$ cat src/rtl/dma_axi_wr_if_pkg.sv
// Shared DMA write-path types and AXI constants used by the AXI4 write-master interface.
`ifndef DMA_DATA_WIDTH
`define DMA_DATA_WIDTH 512
`endif

package dma_axi_wr_if_pkg;

  localparam int unsigned AXI_ADDR_W = 32;
  localparam int unsigned AXI_DATA_W = `DMA_DATA_WIDTH;
  localparam int unsigned AXI_STRB_W = AXI_DATA_W / 8;

  typedef logic [AXI_ADDR_W-1:0] axi_addr_t;
  typedef logic [7:0]            axi_len_t;
  typedef logic [2:0]            axi_size_t;
  typedef logic [AXI_STRB_W-1:0] axi_strb_t;
  typedef logic [1:0]            axi_burst_t;
  typedef logic [1:0]            axi_resp_t;

  localparam axi_burst_t AXI_BURST_INCR  = 2'b01;
  localparam axi_resp_t  AXI_RESP_SLVERR = 2'b10;
  localparam axi_resp_t  AXI_RESP_DECERR = 2'b11;

  typedef enum logic [1:0] {
    WR_IDLE = 2'd0,
    WR_ADDR = 2'd1,
    WR_DATA = 2'd2,
    WR_RESP = 2'd3
  } wr_if_st_t;

  typedef enum logic [1:0] {
    WR_ERR_SLVERR  = 2'd0,
    WR_ERR_DECERR  = 2'd1,
    WR_ERR_TIMEOUT = 2'd2
  } dma_wr_err_src_t;

  // Maps an erroring BRESP (bit 1 set) onto the reported error source.
  function automatic dma_wr_err_src_t resp_err_src(input axi_resp_t resp);
    return (resp == AXI_RESP_DECERR) ? WR_ERR_DECERR : WR_ERR_SLVERR;
  endfunction

endpackage

$ cat src/rtl/dma_axi_wr_if.sv
// AXI4 write master for the DMA write path: one INCR burst in flight, AW -> W beats -> B.
// Optional B-response watchdog enabled by defining DMA_WR_RESP_TIMEOUT_EN.
module dma_axi_wr_if
  import dma_axi_wr_if_pkg::*;
#(
  parameter int unsigned ADDR_W      = 32,
  parameter int unsigned DATA_W      = `DMA_DATA_WIDTH,
  parameter int unsigned TIMEOUT_CYC = 4096,
  localparam int unsigned STRB_W     = DATA_W / 8
) (
  input  logic              clk,
  input  logic              rstn,
  input  logic              req_valid_i,
  input  logic [ADDR_W-1:0] req_addr_i,
  input  logic [7:0]        req_alen_i,
  input  logic [2:0]        req_size_i,
  input  logic [STRB_W-1:0] req_strb_i,
  output logic              req_ready_o,
  output logic              req_finish_o,
  input  logic [DATA_W-1:0] wbuf_data_i,
  input  logic              wbuf_valid_i,
  output logic              wbuf_ready_o,
  output logic [ADDR_W-1:0] m_awaddr_o,
  output logic [7:0]        m_awlen_o,
  output logic [2:0]        m_awsize_o,
  output logic [1:0]        m_awburst_o,
  output logic              m_awvalid_o,
  input  logic              m_awready_i,
  output logic [DATA_W-1:0] m_wdata_o,
  output logic [STRB_W-1:0] m_wstrb_o,
  output logic              m_wlast_o,
  output logic              m_wvalid_o,
  input  logic              m_wready_i,
  input  logic [1:0]        m_bresp_i,
  input  logic              m_bvalid_i,
  output logic              m_bready_o,
  output logic              err_valid_o,
  output logic [1:0]        err_src_o,
  output logic [ADDR_W-1:0] err_addr_o
);

  if (TIMEOUT_CYC == 0) begin : g_bad_timeout
    $error("dma_axi_wr_if: TIMEOUT_CYC must be nonzero");
  end

  wr_if_st_t         state_r, state_s;
  logic [8:0]        beat_cnt_r, beat_cnt_s;
  logic [ADDR_W-1:0] addr_r;
  axi_len_t          len_r;
  axi_size_t         size_r;
  logic [STRB_W-1:0] strb_r;
  logic              capture_s;
  logic              last_beat_s;

  assign last_beat_s = (beat_cnt_r == {1'b0, len_r});

  assign m_awaddr_o  = addr_r;
  assign m_awlen_o   = len_r;
  assign m_awsize_o  = size_r;
  assign m_awburst_o = AXI_BURST_INCR;

`ifdef DMA_WR_RESP_TIMEOUT_EN
  logic [31:0] to_cnt_r;
  logic        timeout_s;

  assign timeout_s = (to_cnt_r == TIMEOUT_CYC);

  // Watchdog counts consecutive RESP cycles; any exit from RESP clears it.
  always_ff @(posedge clk or negedge rstn) begin
    if (!rstn) begin
      to_cnt_r <= 32'd0;
    end else if ((state_r == WR_RESP) && (state_s == WR_RESP)) begin
      to_cnt_r <= to_cnt_r + 32'd1;
    end else begin
      to_cnt_r <= 32'd0;
    end
  end
`endif

  // State, beat counter and the burst descriptor captured at request time.
  always_ff @(posedge clk or negedge rstn) begin
    if (!rstn) begin
      state_r    <= WR_IDLE;
      beat_cnt_r <= 9'd0;
      addr_r     <= '0;
      len_r      <= 8'd0;
      size_r     <= 3'd0;
      strb_r     <= '0;
    end else begin
      state_r    <= state_s;
      beat_cnt_r <= beat_cnt_s;
      if (capture_s) begin
        addr_r <= req_addr_i;
        len_r  <= req_alen_i;
        size_r <= req_size_i;
        strb_r <= req_strb_i;
      end
    end
  end

  // Next-state and handshake outputs; W data is only steered through in DATA.
  always_comb begin
    state_s      = state_r;
    beat_cnt_s   = beat_cnt_r;
    capture_s    = 1'b0;
    req_ready_o  = 1'b0;
    req_finish_o = 1'b0;
    wbuf_ready_o = 1'b0;
    m_awvalid_o  = 1'b0;
    m_wdata_o    = '0;
    m_wstrb_o    = '0;
    m_wlast_o    = 1'b0;
    m_wvalid_o   = 1'b0;
    m_bready_o   = 1'b0;
    err_valid_o  = 1'b0;
    err_src_o    = 2'd0;
    err_addr_o   = '0;
    case (state_r)
      WR_IDLE: begin
`ifdef DMA_WR_RESP_TIMEOUT_EN
        // Soak up any B response that shows up after a watchdog abort.
        m_bready_o = 1'b1;
`endif
        if (req_valid_i) begin
          req_ready_o = 1'b1;
          capture_s   = 1'b1;
          state_s     = WR_ADDR;
        end else begin
          state_s = WR_IDLE;
        end
      end
      WR_ADDR: begin
        m_awvalid_o = 1'b1;
        if (m_awready_i) begin
          state_s = WR_DATA;
        end else begin
          state_s = WR_ADDR;
        end
      end
      WR_DATA: begin
        m_wvalid_o   = wbuf_valid_i;
        m_wdata_o    = wbuf_data_i;
        m_wstrb_o    = strb_r;
        m_wlast_o    = last_beat_s;
        wbuf_ready_o = m_wready_i;
        if (wbuf_valid_i && m_wready_i) begin
          if (last_beat_s) begin
            beat_cnt_s = 9'd0;
            state_s    = WR_RESP;
          end else begin
            beat_cnt_s = beat_cnt_r + 9'd1;
          end
        end else begin
          beat_cnt_s = beat_cnt_r;
        end
      end
      WR_RESP: begin
        m_bready_o = 1'b1;
        if (m_bvalid_i) begin
          req_finish_o = 1'b1;
          state_s      = WR_IDLE;
          if (m_bresp_i[1]) begin
            err_valid_o = 1'b1;
            err_src_o   = resp_err_src(m_bresp_i);
            err_addr_o  = addr_r;
          end else begin
            err_valid_o = 1'b0;
          end
`ifdef DMA_WR_RESP_TIMEOUT_EN
        end else if (timeout_s) begin
          req_finish_o = 1'b1;
          err_valid_o  = 1'b1;
          err_src_o    = WR_ERR_TIMEOUT;
          err_addr_o   = addr_r;
          state_s      = WR_IDLE;
`endif
        end else begin
          state_s = WR_RESP;
        end
      end
      default: begin
        state_s    = WR_IDLE;
        beat_cnt_s = 9'd0;
      end
    endcase
  end

endmodule

$ cat config.mk
export PLATFORM = sky130hd
export DESIGN_NAME = dma_axi_wr_if
export DESIGN_NICKNAME = d
export VERILOG_FILES = /design/src/rtl/dma_axi_wr_if_pkg.sv /design/src/rtl/dma_axi_wr_if.sv
export SDC_FILE = /design/constraint.sdc
export NUM_CORES = 1
export LEC_CHECK = 0
export ABC_AREA = 1
export CAP_MARGIN = 20
export CORE_AREA = 4 4 503 505
export DETAILED_ROUTE_END_ITERATION = 10
export DIE_AREA = 0 0 507 509
export DONT_BUFFER_PORTS = 1
export PLACE_DENSITY_LB_ADDON = 0.1
export REMOVE_ABC_BUFFERS = 1
export SETUP_SLACK_MARGIN = 0.5
export SKIP_LAST_GASP = 1
export SYNTH_ARGS = -nofsm -noshare
export SYNTH_HDL_FRONTEND = slang
export SYNTH_SLANG_ARGS = --single-unit
$ cat constraint.sdc
create_clock -name clk -period 1.65 [get_ports clk]
set_clock_uncertainty 0.2 [all_clocks]
set_input_delay 0.165 -clock clk [delete_from_list [all_inputs] [get_ports clk]]
set_output_delay 0.165 -clock clk [all_outputs]
set_load 0.005 [all_outputs]
==> results.py <==
metrics = {
    "power_and_ir_drop": {
        "swShare_pct": 48.40,
        "powerDensity_mw_per_mm2": 1468,
        "p_leak_nw": 10.10,
        "power.combinational.fraction_pct": 70.6,
        "p_clk_share_pct": 13.2,
        "total_power_mw": 31.08,
        "peakVddDrop_mv": 0.6986,
        "p_switching_mw": 15.04,
        "intPower_mw": 16.04,
        "seq_power_share_pct": 16.2,
    },
    "finish": {
        "multiInputGateArea_sq_mm": 0.005249,
        "seqCellArea_sq_mm": 0.002954,
        "area_growth_pct": 122.7,
        "fin_nets": 2848,
        "nFillCells": 29314,
        "drive_gt1_share_pct": 32.30,
        "final_cells": 5575,
        "design_area_sq_mm": 0.02117,
        "fin_util_pct": 8.529,
    },
    "sta": {
        "min_period_ns": 2.341,
        "worst_pin_slew_ns": 0.5458,
        "slew_headroom_pct": 63.48,
        "whs_ns": -0.8485,
        "fin_crit_sh_pct": 141.9,
        "hold_violations": 128,
        "fmax_mhz": 427.1,
        "grt_setup_unrepaired": "true",
        "fin_ws_ns": -0.6912,
        "slew_violations": 0,
        "setup_viol": 728,
        "timing.setup.tns_ns": -350.74,
    },
    "place": {
        "gp_congestion": 0.9123,
        "place_area_sq_mm": 0.01604,
        "hpwl_microns": 127600,
        "port_buffers": 0,
        "dp_cells": 5354,
        "pre_cts_ws_ns": -0.3982,
    },
    "detailed_routing": {
        "drtIter0Drc": 580,
        "drt-total-wl_microns": 144200,
        "ant_nets": 0,
        "routedWlPerCell_microns": 25.86,
        "drcViolationCount": 0,
        "vias": 12871,
        "avgViaCountPerCell": 2.309,
        "firstDrtPassIters": 4,
    },
    "yosys": {
        "dominantRegCellSynth": "dfrtp_1",
        "ys_seq_area_share_pct": 31.07,
        "syn-instance-count": 1773,
        "synth_area_leaders": "dfrtp_1 31%, inv_1 25%, nor2_1 25%",
        "post-synth-top-count-cell": "inv_1",
        "synth_warnings": 0,
        "synth-seq-cells": 118,
        "netlist_area_sq_mm": 0.009504,
        "postSynthAreaPerCell_sq_um": 5.360,
        "synth-edff-count": 0,
        "synth_top_cell_by_area": "dfrtp_1",
        "yosys-top-cells-count": "642 x inv_1, 622 x nor2_1, 159 x nand2_1, 118 x dfrtp_1, 97 x o21ai_0",
        "yosysTopAreaCellShare_pct": 31.07,
        "async_flop_share_pct": 100.0,
        "ys_types": 25,
    },
    "global_route": {
        "antenna_found_initial": 114,
        "grt_overflow": 0,
        "grt_max_degree": 119,
        "grt_usage_pct": 10.43,
        "grt_pass1_wl_microns": 167700,
        "grt_pass1_vias": 12778,
    },
    "die": {
        "floorplan.initialDensity_pct": 3.829,
        "die_h_microns": 509,
        "ios": 1291,
        "die_area_sq_mm": 0.2581,
        "num_rows": 183,
        "core_area_sq_mm": 0.2482,
        "die_w_microns": 507,
    },
    "critical_path": {
        "cp.arrival_ns": 1.98,
        "worstPathRequired_ns": 1.28,
        "cp_max_fo": 6,
        "crit_family": "buffers and inverters",
        "end_kind": "output pin",
        "worstPathCellList": "inv_2 > nand2_8 > buf_12 > buf_16 > buf_12 > nor2_4 > buf_6 > buf_6",
        "slowest_delay_ns": 0.40,
        "critPathKind": "flip-flop to output pin",
        "cp_num_buf_inv": 6,
        "slowest_stage": "dfrtp_1",
        "critPathLaunchType": "flip-flop",
    },
    "clocking": {
        "root_buffer": "clkbuf_16",
        "worstSkewPairLatency_ns": 0.50,
        "htreeDepth": 4,
        "cts_inserted_buffers": 17,
        "clkTransAtPathRegs_ns": 0.08,
        "cts_tree": "built",
        "cts.sinks": 118,
        "cts_max_path_buffers": 2,
        "ctsHoldBuffers": 110,
    },
    "worst_hold_path": {
        "min_path_type": "primary input to asynchronous set/reset pin",
    },
    "job": {
        "cap_violations": 0,
    },
    "run_status": {
        "status": "complete, but fails checks",
        "violations": "negative hold slack, negative setup slack",
    },
}
state kept, by name, indices dropped and copies added (netlist names):
| register | flops |
|---|---|
| strb_r | 64 |
| state_r | 2 |
| m_awsize_o | 3 |
| m_awlen_o | 8 |
| m_awaddr_o | 32 |
| beat_cnt_r | 9 |
area by class of cell:
| cell class | instances | share of cell area (%) |
|---|---|---|
| inverters | 645 | 11.46 |
| multi-input cells | 918 | 24.79 |
| well taps | 3330 | 19.68 |
| clock buffers | 17 | 2.010 |
| flip-flops and latches | 118 | 13.95 |
| clock inverters | 15 | 0.7506 |
| repair buffers | 519 | 27.19 |
| diodes | 13 | 0.1537 |
cells in the final DEF, fill, tap and decap left out, drive strengths merged:
cell           n
nand2        161
nor3           2
a21oi          4
o21bai         1
inv          655
bufbuf         9
bufinv         1
nand4          2
nand3         14
clkbuf        22
dlygate4sd3  110
dfrtp        118
diode         13
o21ai        103
xor2           2
clkinvlp       3
conb           3
ha             1
nor2         624
a21o           1
buf          395
clkinv         1
layer usage:
layer / track usage, % / up-vias / part of all wire (%)
met1: 12.67 / 6019 / 41
met2: 17.28 / 937 / 48
met3: 3.844 / 196 / 8.6
met5: 0 / - / 0.20
li1: - / 5675 / -
met4: 2.730 / 44 / 2.1
worst paths after layout:
| kind | end | from | cells past startpoint | slack, ns |
|---|---|---|---|---|
| worst max-delay path | m_wdata_o[122] | state_r[0]$_DFFE_PN0P_ | 8 | -0.69 |
| worst min-delay path | strb_r[7]$_DFFE_PN0P_ | rstn | 0 | -0.85 |
| worst max register to register | beat_cnt_r[7]$_DFFE_PN0P_ | beat_cnt_r[3]$_DFFE_PN0P_ | 16 | -0.50 |
| worst min register to register | strb_r[1]$_DFFE_PN0P_ | strb_r[1]$_DFFE_PN0P_ | 2 | 0.32 |
| max in group asynchronous | strb_r[48]$_DFFE_PN0P_ | rstn | 0 | 1.72 |
| min in group clk | m_awlen_o[2]$_DFFE_PN0P_ | req_valid_i | 4 | -0.13 |
cell families after synthesis:
kind of cell / synth area share (%)
buffers and inverters: 30.36
AO/OA/AOI/OAI: 5.793
AND/OR/NAND/NOR: 32.39
adder cells (fa/ha/maj): 0.1316
XOR/XNOR: 0.1843
other: 0.07902
flip-flops: 31.07
power by group through the flow:
stage / Combinational [mW] / Sequential [mW] / Clock (mW)
after floorplan: 4.79 / 4.85 / 0
after global placement: 15.5 / 5.14 / 0
after detailed placement: 15.3 / 5.08 / 0
after CTS: 21.4 / 5.06 / 4.43
after global routing: 23.7 / 5.20 / 4.48
final: 21.9 / 5.03 / 4.11
timing repair:
action	in CTS	in global routing
gates resized for setup	456	148
setup buffers	24	8
endpoints found under the hold margin	228	130
pin swaps	11	7
setup endpoints to repair	778	778
gates cloned	29	5
Power figures use the tool's default switching activity.
